<file path="src/rtl/mem_arbiter.sv">
`default_nettype none
// ============================================================================
// Module   : mem_arbiter
// Brief    : Round-robin shared-memory arbiter. Serializes instruction and
//            data requests from NCORES cores onto one RAM port, retries RAM
//            errors up to MAX_RETRY times and returns per-core hit pulses
//            and registered load data.
// Revision : 1.0 - initial release
// ============================================================================
module mem_arbiter #(
  parameter int NCORES    = 2,
  parameter int MAX_RETRY = 3
) (
  input  logic                   CLK,
  input  logic                   RST,
  input  logic [NCORES-1:0]      iREN,
  input  logic [NCORES-1:0][31:0] iaddr,
  input  logic [NCORES-1:0]      dREN,
  input  logic [NCORES-1:0]      dWEN,
  input  logic [NCORES-1:0][31:0] daddr,
  input  logic [NCORES-1:0][31:0] dstore,
  output logic [NCORES-1:0]      ihit,
  output logic [NCORES-1:0]      dhit,
  output logic [NCORES-1:0][31:0] iload,
  output logic [NCORES-1:0][31:0] dload,
  output logic                   ramREN,
  output logic                   ramWEN,
  output logic [31:0]            ramaddr,
  output logic [31:0]            ramstore,
  input  logic [31:0]            ramload,
  input  logic [1:0]             ramstate,
  output logic                   abort
);

  localparam int PTR_W = (NCORES > 1) ? $clog2(NCORES) : 1;
  localparam int RTY_W = (MAX_RETRY > 0) ? $clog2(MAX_RETRY + 1) : 1;

  localparam logic [1:0] c_ram_access = 2'd2;
  localparam logic [1:0] c_ram_error  = 2'd3;

  localparam logic [1:0] c_kind_i  = 2'd0;
  localparam logic [1:0] c_kind_dr = 2'd1;
  localparam logic [1:0] c_kind_dw = 2'd2;

  typedef enum logic [1:0] {
    S_IDLE = 2'd0,
    S_WAIT = 2'd1,
    S_RESP = 2'd2
  } state_t;

  state_t                   state_q, state_d;
  logic [PTR_W-1:0]         rr_ptr_q, rr_ptr_d;
  logic [RTY_W-1:0]         retry_cnt_q, retry_cnt_d;
  logic [PTR_W-1:0]         win_q, win_d;
  logic [1:0]               kind_q, kind_d;
  logic [31:0]              ramaddr_q, ramaddr_d;
  logic [31:0]              ramstore_q, ramstore_d;
  logic                     ramren_q, ramren_d;
  logic                     ramwen_q, ramwen_d;
  logic [NCORES-1:0]        ihit_q, ihit_d;
  logic [NCORES-1:0]        dhit_q, dhit_d;
  logic [NCORES-1:0][31:0]  iload_q, iload_d;
  logic [NCORES-1:0][31:0]  dload_q, dload_d;
  logic                     abort_q, abort_d;

  logic                     sel_found;
  logic [PTR_W-1:0]         sel_core;
  logic [PTR_W-1:0]         cand;
  logic [1:0]               sel_kind;
  logic [31:0]              sel_addr;
  logic                     done;

  // Winner: first requesting core after rr_ptr; write beats read beats fetch.
  always_comb begin
    sel_found = 1'b0;
    sel_core  = '0;
    cand      = '0;
    for (int i = 1; i <= NCORES; i++) begin
      cand = PTR_W'((int'(rr_ptr_q) + i) % NCORES);
      if (!sel_found && (iREN[cand] || dREN[cand] || dWEN[cand])) begin
        sel_found = 1'b1;
        sel_core  = cand;
      end
    end
    if (dWEN[sel_core]) begin
      sel_kind = c_kind_dw;
    end else if (dREN[sel_core]) begin
      sel_kind = c_kind_dr;
    end else begin
      sel_kind = c_kind_i;
    end
    sel_addr = (sel_kind == c_kind_i) ? iaddr[sel_core] : daddr[sel_core];
  end

  // Next-state logic: grant in IDLE, hold strobes through WAIT, pulse in RESP.
  always_comb begin
    state_d     = state_q;
    rr_ptr_d    = rr_ptr_q;
    retry_cnt_d = retry_cnt_q;
    win_d       = win_q;
    kind_d      = kind_q;
    ramaddr_d   = ramaddr_q;
    ramstore_d  = ramstore_q;
    ramren_d    = 1'b0;
    ramwen_d    = 1'b0;
    ihit_d      = '0;
    dhit_d      = '0;
    iload_d     = iload_q;
    dload_d     = dload_q;
    abort_d     = abort_q;
    done        = 1'b0;
    case (state_q)
      S_IDLE: begin
        if (sel_found) begin
          state_d    = S_WAIT;
          win_d      = sel_core;
          kind_d     = sel_kind;
          ramaddr_d  = sel_addr;
          ramstore_d = dstore[sel_core];
          rr_ptr_d   = sel_core;
          ramren_d   = (sel_kind != c_kind_dw);
          ramwen_d   = (sel_kind == c_kind_dw);
        end
      end
      S_WAIT: begin
        ramren_d = ramren_q;
        ramwen_d = ramwen_q;
        if (ramstate == c_ram_access) begin
          done        = 1'b1;
          retry_cnt_d = '0;
          if (kind_q == c_kind_i) begin
            iload_d[win_q] = ramload;
          end else if (kind_q == c_kind_dr) begin
            dload_d[win_q] = ramload;
          end
        end else if (ramstate == c_ram_error) begin
          if (retry_cnt_q == RTY_W'(MAX_RETRY)) begin
            // Give up but still release the core with a hit pulse.
            done        = 1'b1;
            abort_d     = 1'b1;
            retry_cnt_d = '0;
          end else begin
            retry_cnt_d = retry_cnt_q + 1'b1;
          end
        end
      end
      S_RESP: begin
        state_d = S_IDLE;
      end
      default: begin
        state_d = S_IDLE;
      end
    endcase
    if (done) begin
      state_d  = S_RESP;
      ramren_d = 1'b0;
      ramwen_d = 1'b0;
      if (kind_q == c_kind_i) begin
        ihit_d[win_q] = 1'b1;
      end else begin
        dhit_d[win_q] = 1'b1;
      end
    end
  end

  // State and registered outputs; async reset aborts any in-flight access.
  always_ff @(posedge CLK or posedge RST) begin
    if (RST) begin
      state_q     <= S_IDLE;
      rr_ptr_q    <= PTR_W'(NCORES - 1);
      retry_cnt_q <= '0;
      win_q       <= '0;
      kind_q      <= c_kind_i;
      ramaddr_q   <= '0;
      ramstore_q  <= '0;
      ramren_q    <= 1'b0;
      ramwen_q    <= 1'b0;
      ihit_q      <= '0;
      dhit_q      <= '0;
      iload_q     <= '0;
      dload_q     <= '0;
      abort_q     <= 1'b0;
    end else begin
      state_q     <= state_d;
      rr_ptr_q    <= rr_ptr_d;
      retry_cnt_q <= retry_cnt_d;
      win_q       <= win_d;
      kind_q      <= kind_d;
      ramaddr_q   <= ramaddr_d;
      ramstore_q  <= ramstore_d;
      ramren_q    <= ramren_d;
      ramwen_q    <= ramwen_d;
      ihit_q      <= ihit_d;
      dhit_q      <= dhit_d;
      iload_q     <= iload_d;
      dload_q     <= dload_d;
      abort_q     <= abort_d;
    end
  end

  assign ihit     = ihit_q;
  assign dhit     = dhit_q;
  assign iload    = iload_q;
  assign dload    = dload_q;
  assign ramREN   = ramren_q;
  assign ramWEN   = ramwen_q;
  assign ramaddr  = ramaddr_q;
  assign ramstore = ramstore_q;
  assign abort    = abort_q;

endmodule
`default_nettype wire

</file>
<file path="config.mk">
export PLATFORM = sky130hd
export DESIGN_NAME = mem_arbiter
export DESIGN_NICKNAME = d
export VERILOG_FILES = /design/src/rtl/mem_arbiter.sv
export SDC_FILE = /design/constraint.sdc
export NUM_CORES = 1
export LEC_CHECK = 0
export BUFFER_PORTS_ARGS = -buffer_cell sky130_fd_sc_hd__buf_2
export CAP_MARGIN = 40
export CORE_AREA = 2 2 169 171
export DETAILED_ROUTE_END_ITERATION = 8
export DIE_AREA = 0 0 171 173
export PLACE_DENSITY = 0.67
export SKIP_LAST_GASP = 1
export SYNTH_ARGS = -nofsm -noshare
export SYNTH_HDL_FRONTEND = slang
export SYNTH_SLANG_ARGS = --single-unit
</file>
<file path="constraint.sdc">
create_clock -name CLK -period 15.8 [get_ports CLK]
set_input_delay 0.79 -clock CLK [delete_from_list [all_inputs] [get_ports CLK]]
set_output_delay 0.79 -clock CLK [all_outputs]
set_load 0.02 [all_outputs]
</file>
==> results of run 1 <==
-- worst paths after layout --
| kind | startpoint | endpoint | slack (ps) | depth (start not counted) |
|---|---|---|---|---|
| setup / recovery | dWEN[0] | ramstore[22] | 13600 | 6 |
| hold / removal | RST | ramaddr[9] | 210 | 2 |
| setup reg to reg | state_q[1] | iload[8] | 13690 | 5 |
| hold reg to reg | ramstore[7] | ramstore[7] | 470 | 2 |
| max in group asynchronous | RST | rr_ptr_q | 14660 | 4 |
| min in group CLK | ramstore[7] | ramstore[7] | 470 | 2 |
-- worst max-delay path: stages --
cell and delay, ps:
buf_2 160, o31ai_2 490, nand2_8 200, buf_16 280, mux2i_1 360, o21ai_0 110
-- cells by family (layout without fill, tap and decap cells) --
group	count (synthesis)	in the layout	synth area share
buffers and inverters	46	484	0.0290
adders and majority gates	1	1	0.00137
and+or+nand+nor	96	96	0.0485
DFF	207	207	0.569
other	0	4	0
muxes	226	226	0.267
AOI/OAI and AO/OA	82	82	0.0852
-- metal layers --
layer | vias to the layer above | track usage | share of wire
li1 | 3237 | - | -
met1 | 3378 | 0.210 | 0.38
met2 | 310 | 0.324 | 0.50
met3 | 43 | 0.0460 | 0.085
met4 | 0 | 0.0572 | 0.027
met5 | - | 0 | 0
-- report_power, final --
part           total (mW)  switching [mW]  leakage, nW  internal, mW
registers           0.910           0.130         2.62         0.780
clock network       0.524           0.208        0.358         0.316
logic                1.19           0.717         3.52         0.468
total                2.62            1.06         6.50          1.56
-- flip-flops by register name, indices dropped and copies added, names as in the netlist --
register	cells
ihit	2
ramWEN	1
win_q	1
rr_ptr_q	1
retry_cnt_q	2
ramaddr	32
iload	64
kind_q	2
ramREN	1
state_q	2
dhit	2
abort	1
ramstore	32
dload	64
-- layout make-up --
cell class	instances	area, sq um	area share
multi-input combinational	405	3700	0.297
timing repair buffer	444	2340	0.188
clock buffer	32	649	0.0522
antenna	4	10.0	0.000804
inverter	3	18.8	0.00151
sequential	207	5180	0.416
tap	378	473	0.0380
clock inverter	5	75.1	0.00603
-- cell usage after synthesis --
cell and n:
nor2_1 5, mux2_4 2, nor3_1 3, nor3b_1 1
o21ai_0 37, dfrtp_1 206, o311ai_2 1, nor3_2 1
o21bai_1 1, buf_6 5, a21o_1 1, or4_1 1
clkbuf_1 5, nand3_1 1, o221ai_1 2, nor4_1 1
nand3b_4 1, o21ai_1 1, nand3b_1 4, a21oi_1 3
o221ai_2 30, ha_1 1, mux2_1 1, buf_2 28
or3_4 1, nand2_1 71, a22o_1 2, a22oi_1 1
o41ai_4 1, nand2_2 1, inv_2 1, inv_1 2
a31oi_1 1, nand2b_1 4, o31ai_2 1, mux2i_1 96
buf_4 5, dfstp_2 1, nor3b_2 1, mux2_2 127
-- per-stage QoR --
stage	worst slack (ps)	cell area, sq um	instances
2_1_floorplan	9360	9110	658
3_3_place_gp	12930	11600	1432
3_5_place_dp	13050	11700	1437
4_1_cts	13590	12400	1474
5_1_grt	13510	12400	1477
6_report	13600	12400	1478
==> reports/qor.yml, run 1 <==
status: "finished, final reports clean"
postSynthAreaPerCell_sq_um: 13.8
yosys.area.top_type: "dfrtp_1"
grt.overflow.total: 0
ant_nets: 0
num_vias: 6968
clkLatencyLatePin_ps: 500
antenna_found_initial: 5
slew_headroom: 0.577
netlist_instances: 658
cts_tree: "done"
synth_area_leaders: "dfrtp_1 (57%), mux2_2 (16%), mux2i_1 (11%)"
fp.dieW_microns: 171
skew_ps: 11.4
nNetsFinal: 1318
ys_ff_latch: 207
syn2layout_area_growth_pct: 36.6
drive_gt1_frac: 0.591
core-area_sq_mm: 0.0276
numPortBuffers: 432
end_kind: "register"
htreeDepth: 1
final-max-slew-violation-count: 0
hp-class: "primary input to asynchronous set/reset pin"
clk_pin_slew_worst_paths_ps: 60
rows: 61
n_fill_cell: 2573
clock_sinks: 207
cts.path.max_buffers: 3
cts_made_buffers: 22
start_util: 0.330
netlist_area_sq_mm: 0.00911
yosysSeqAreaShare: 0.569
post_cts_resized: 0
yosys_warnings: 0
dr.first_iter.drc_count: 337
grt_pass1_vias: 7072
setup_tns_ps: 0
gp_congestion: 0.776
rsz0062_at_grt: "false"
dpl.hpwl_microns: 20800
yosysUniqueCellTypes: 40
power_mw: 2.62
crit_type: "primary input to register"
layout_commonest_cell: "buf_2"
hold_viol: 0
cts_setup_buffers: 0
p_leak_nw: 6.50
worstPathMaxFanout: 88
track_usage: 0.181
finalCritPeriodShare: 0.139
power_density_mw_per_mm2: 211
viasPerCell: 4.71
critPathArrivalTime_ps: 2550
synthesis.nets: 893
fin_crit_ps: 2200
grt_max_degree: 120
tightest_slew_ps: 634
fin_util: 0.450
routedWlPerCell_microns: 18.6
drc_errors: 0
start_kind: "primary input"
drt-pass1-iter-count: 4
maxCapViolations: 0
die_h_microns: 173
setup_violations: 0
grt_pass1_wl_microns: 41600
hold-worst-slack_ps: 214
synth.top_cell.area_share: 0.566
fmax_mhz: 454
final_cell_mix: "buf_2 (432), dfrtp_1 (206), mux2_2 (127), mux2i_1 (96), nand2_1 (71)"
vdd_drop_max_mv: 0.0968
dieArea_sq_mm: 0.0296
worstPathRequired_ps: 16150
cts.hold.buffers_added: 0
wl_microns: 27500
clockRootBuffer: "clkbuf_16"
io_pins: 433
Power figures use the tool's default switching activity.
==> run 2: changes to the inputs <==
Settings changed: PLACE_DENSITY 0.67 to 0.69.
Clock period 15.8 ns to 1.9 ns, I/O delays scaled along.
==> run 2 against run 1 <==
Compared with the run above: combinational power grew to 8.9 times the previous value; register-to-register slack worse by 14000 ps; final cell count is 17% higher; clock power grew to 9.1 times the previous value; highest routed layer is now met5; hold slack worse by 150 ps; cell area is 21% higher; worst setup slack worse by 14000 ps; critical path depth is 1 lower; first-iteration DRC count is 26% higher; global-route usage is 3.3 points higher; via count is 19% higher; utilization is 9.3 points higher.
==> reports/qor.yml, run 2 (same netlist as run 1, synthesis figures left out) <==
layout_commonest_cell: "buf_2"
core-area_sq_mm: 0.0276  # unchanged
grt_pass1_vias: 8986  # +27%
p_switching_mw: 9.24  # +780%
design_area_sq_mm: 0.0150  # +21%
drt-pass1-iter-count: 4  # unchanged
cts_made_buffers: 23  # +4.5%
wl_microns: 32600  # +19%
fin_crit_ps: 1840
numPortBuffers: 432  # unchanged
worstPathMaxFanout: 31  # -65%
dr.first_iter.drc_count: 425  # +26%
place_area_sq_mm: 0.0119  # +1.7%
pre_cts_ws_ps: 96.2  # -12,950 ps
nNetsFinal: 1569  # +19%
power_switching_share: 0.401  # -0.00187
syn2layout_area_growth_pct: 64.8
finalCritPeriodShare: 0.968
maxCapViolations: 0  # unchanged
rsz0062_at_grt: "false"
fin_util: 0.543  # +0.0929
slew_headroom: 0.619  # +0.0424
antenna_found_initial: 1  # -4
cts.path.max_buffers: 3  # unchanged
setup_violations: 0  # unchanged
worstPathRequired_ps: 2300  # -13,850 ps
stdcell_count: 1729  # +17%
clock_sinks: 207  # unchanged
p_clk_frac: 0.207  # +0.007
dieArea_sq_mm: 0.0296  # unchanged
hp-class: "primary input to register"
power_density_mw_per_mm2: 1530  # +630%
combPwrFrac: 0.461  # +0.008
drc_errors: 0  # unchanged
skew_ps: 7.57  # -3.80 ps
cts_tree: "done"
grt.overflow.total: 0  # unchanged
fp.dieW_microns: 171  # unchanged
start_util: 0.330  # unchanged
dp_cells: 1458  # +1.5%
grt_max_degree: 99  # -18%
die_h_microns: 173  # unchanged
routedWlPerCell_microns: 18.9  # +1.4%
setup_tns_ps: 0  # unchanged
crit_type: "register to register"
start_kind: "register"
final-max-slew-violation-count: 0  # unchanged
clk_pin_slew_worst_paths_ps: 60  # about the same
final_cell_mix: "buf_2 (432), dlygate4sd3_1 (229), dfrtp_1 (206), mux2_2 (127), mux2i_1 (96)"
cts_setup_buffers: 0  # unchanged
vdd_drop_max_mv: 0.652  # +570%
drive_gt1_frac: 0.500  # -0.0916
viasPerCell: 4.78  # +1.4%
fmax_mhz: 544
clkLatencyLatePin_ps: 520  # +20 ps
tightest_slew_ps: 567  # -66.9 ps
p_seq_frac: 0.332  # -0.015
ant_nets: 0  # unchanged
gp_congestion: 0.822  # +5.9%
dpl.hpwl_microns: 20600  # -0.84%
critPathArrivalTime_ps: 2240  # -310 ps
intPower_mw: 13.8  # +780%
p_leak_nw: 7.62  # +17%
hold-worst-slack_ps: 67.0  # -147 ps
clockRootBuffer: "clkbuf_16"
htreeDepth: 1  # unchanged
grt_pass1_wl_microns: 50000  # +20%
status: "finished, final reports clean"
num_vias: 8269  # +19%
setup_slack_ps: 61.2  # -13,540 ps
rows: 61  # unchanged
power_mw: 23.0  # +780%
hold_viol: 0  # unchanged
end_kind: "register"
antenna_cells: 0  # -4
io_pins: 433  # unchanged
track_usage: 0.215  # +0.0334
run 2: layer usage:
metal  vias to the layer above  track usage  wire length, microns
met5                         -            0                    13
met4                         2        0.131                  2200
met3                       123       0.0568                  2740
met2                       459        0.350                 15000
met1                      3932        0.251                 12700
li1                       3753            -                     -
run 2: path summary, 6_finish.rpt:
path                             startpoint  slack (ps)           to  cells past startpoint
min in group asynchronous               RST          80    dload[56]                      3
worst min register to register  ramstore[2]         470  ramstore[2]                      2
worst max register to register     rr_ptr_q          60  ramaddr[11]                      5
worst max-delay path               rr_ptr_q          60  ramaddr[11]                      5
worst min-delay path                dWEN[0]          70       ramREN                      3
max in group asynchronous               RST        1020    dload[50]                      4
run 2: timing repair:
action | 4_1_cts | 5_1_grt
setup endpoints to repair | 0 | 1
resized for setup | 0 | 1
hold buffers | 229 | 0
hold endpoints to repair | 334 | 0
run 2: power by group through the flow:
stage               registers [mW]  clock network [mW]  logic [mW]
CTS                           7.61                4.89        10.5
detailed placement            7.67                   0        10.1
global route                  7.89                5.06        11.3
finish                        7.64                4.77        10.6
global placement              7.59                   0        9.99
floorplan                     9.99                   0        4.07
run 2: final cells by class:
cell class	instances	area (sq um)
tap	378	473
timing repair buffer	694	4830
sequential	207	5180
fill	2266	12600
clock inverter	12	179
clock buffer	30	632
inverter	3	15.0
multi-input combinational	405	3700
run 2: worst max-delay path, stage by stage, from the launching register on:
cell      delay, ps
dfstp_2         590
o31ai_2         150
nand2_8         280
buf_4           230
mux2i_1         300
o221ai_2        140
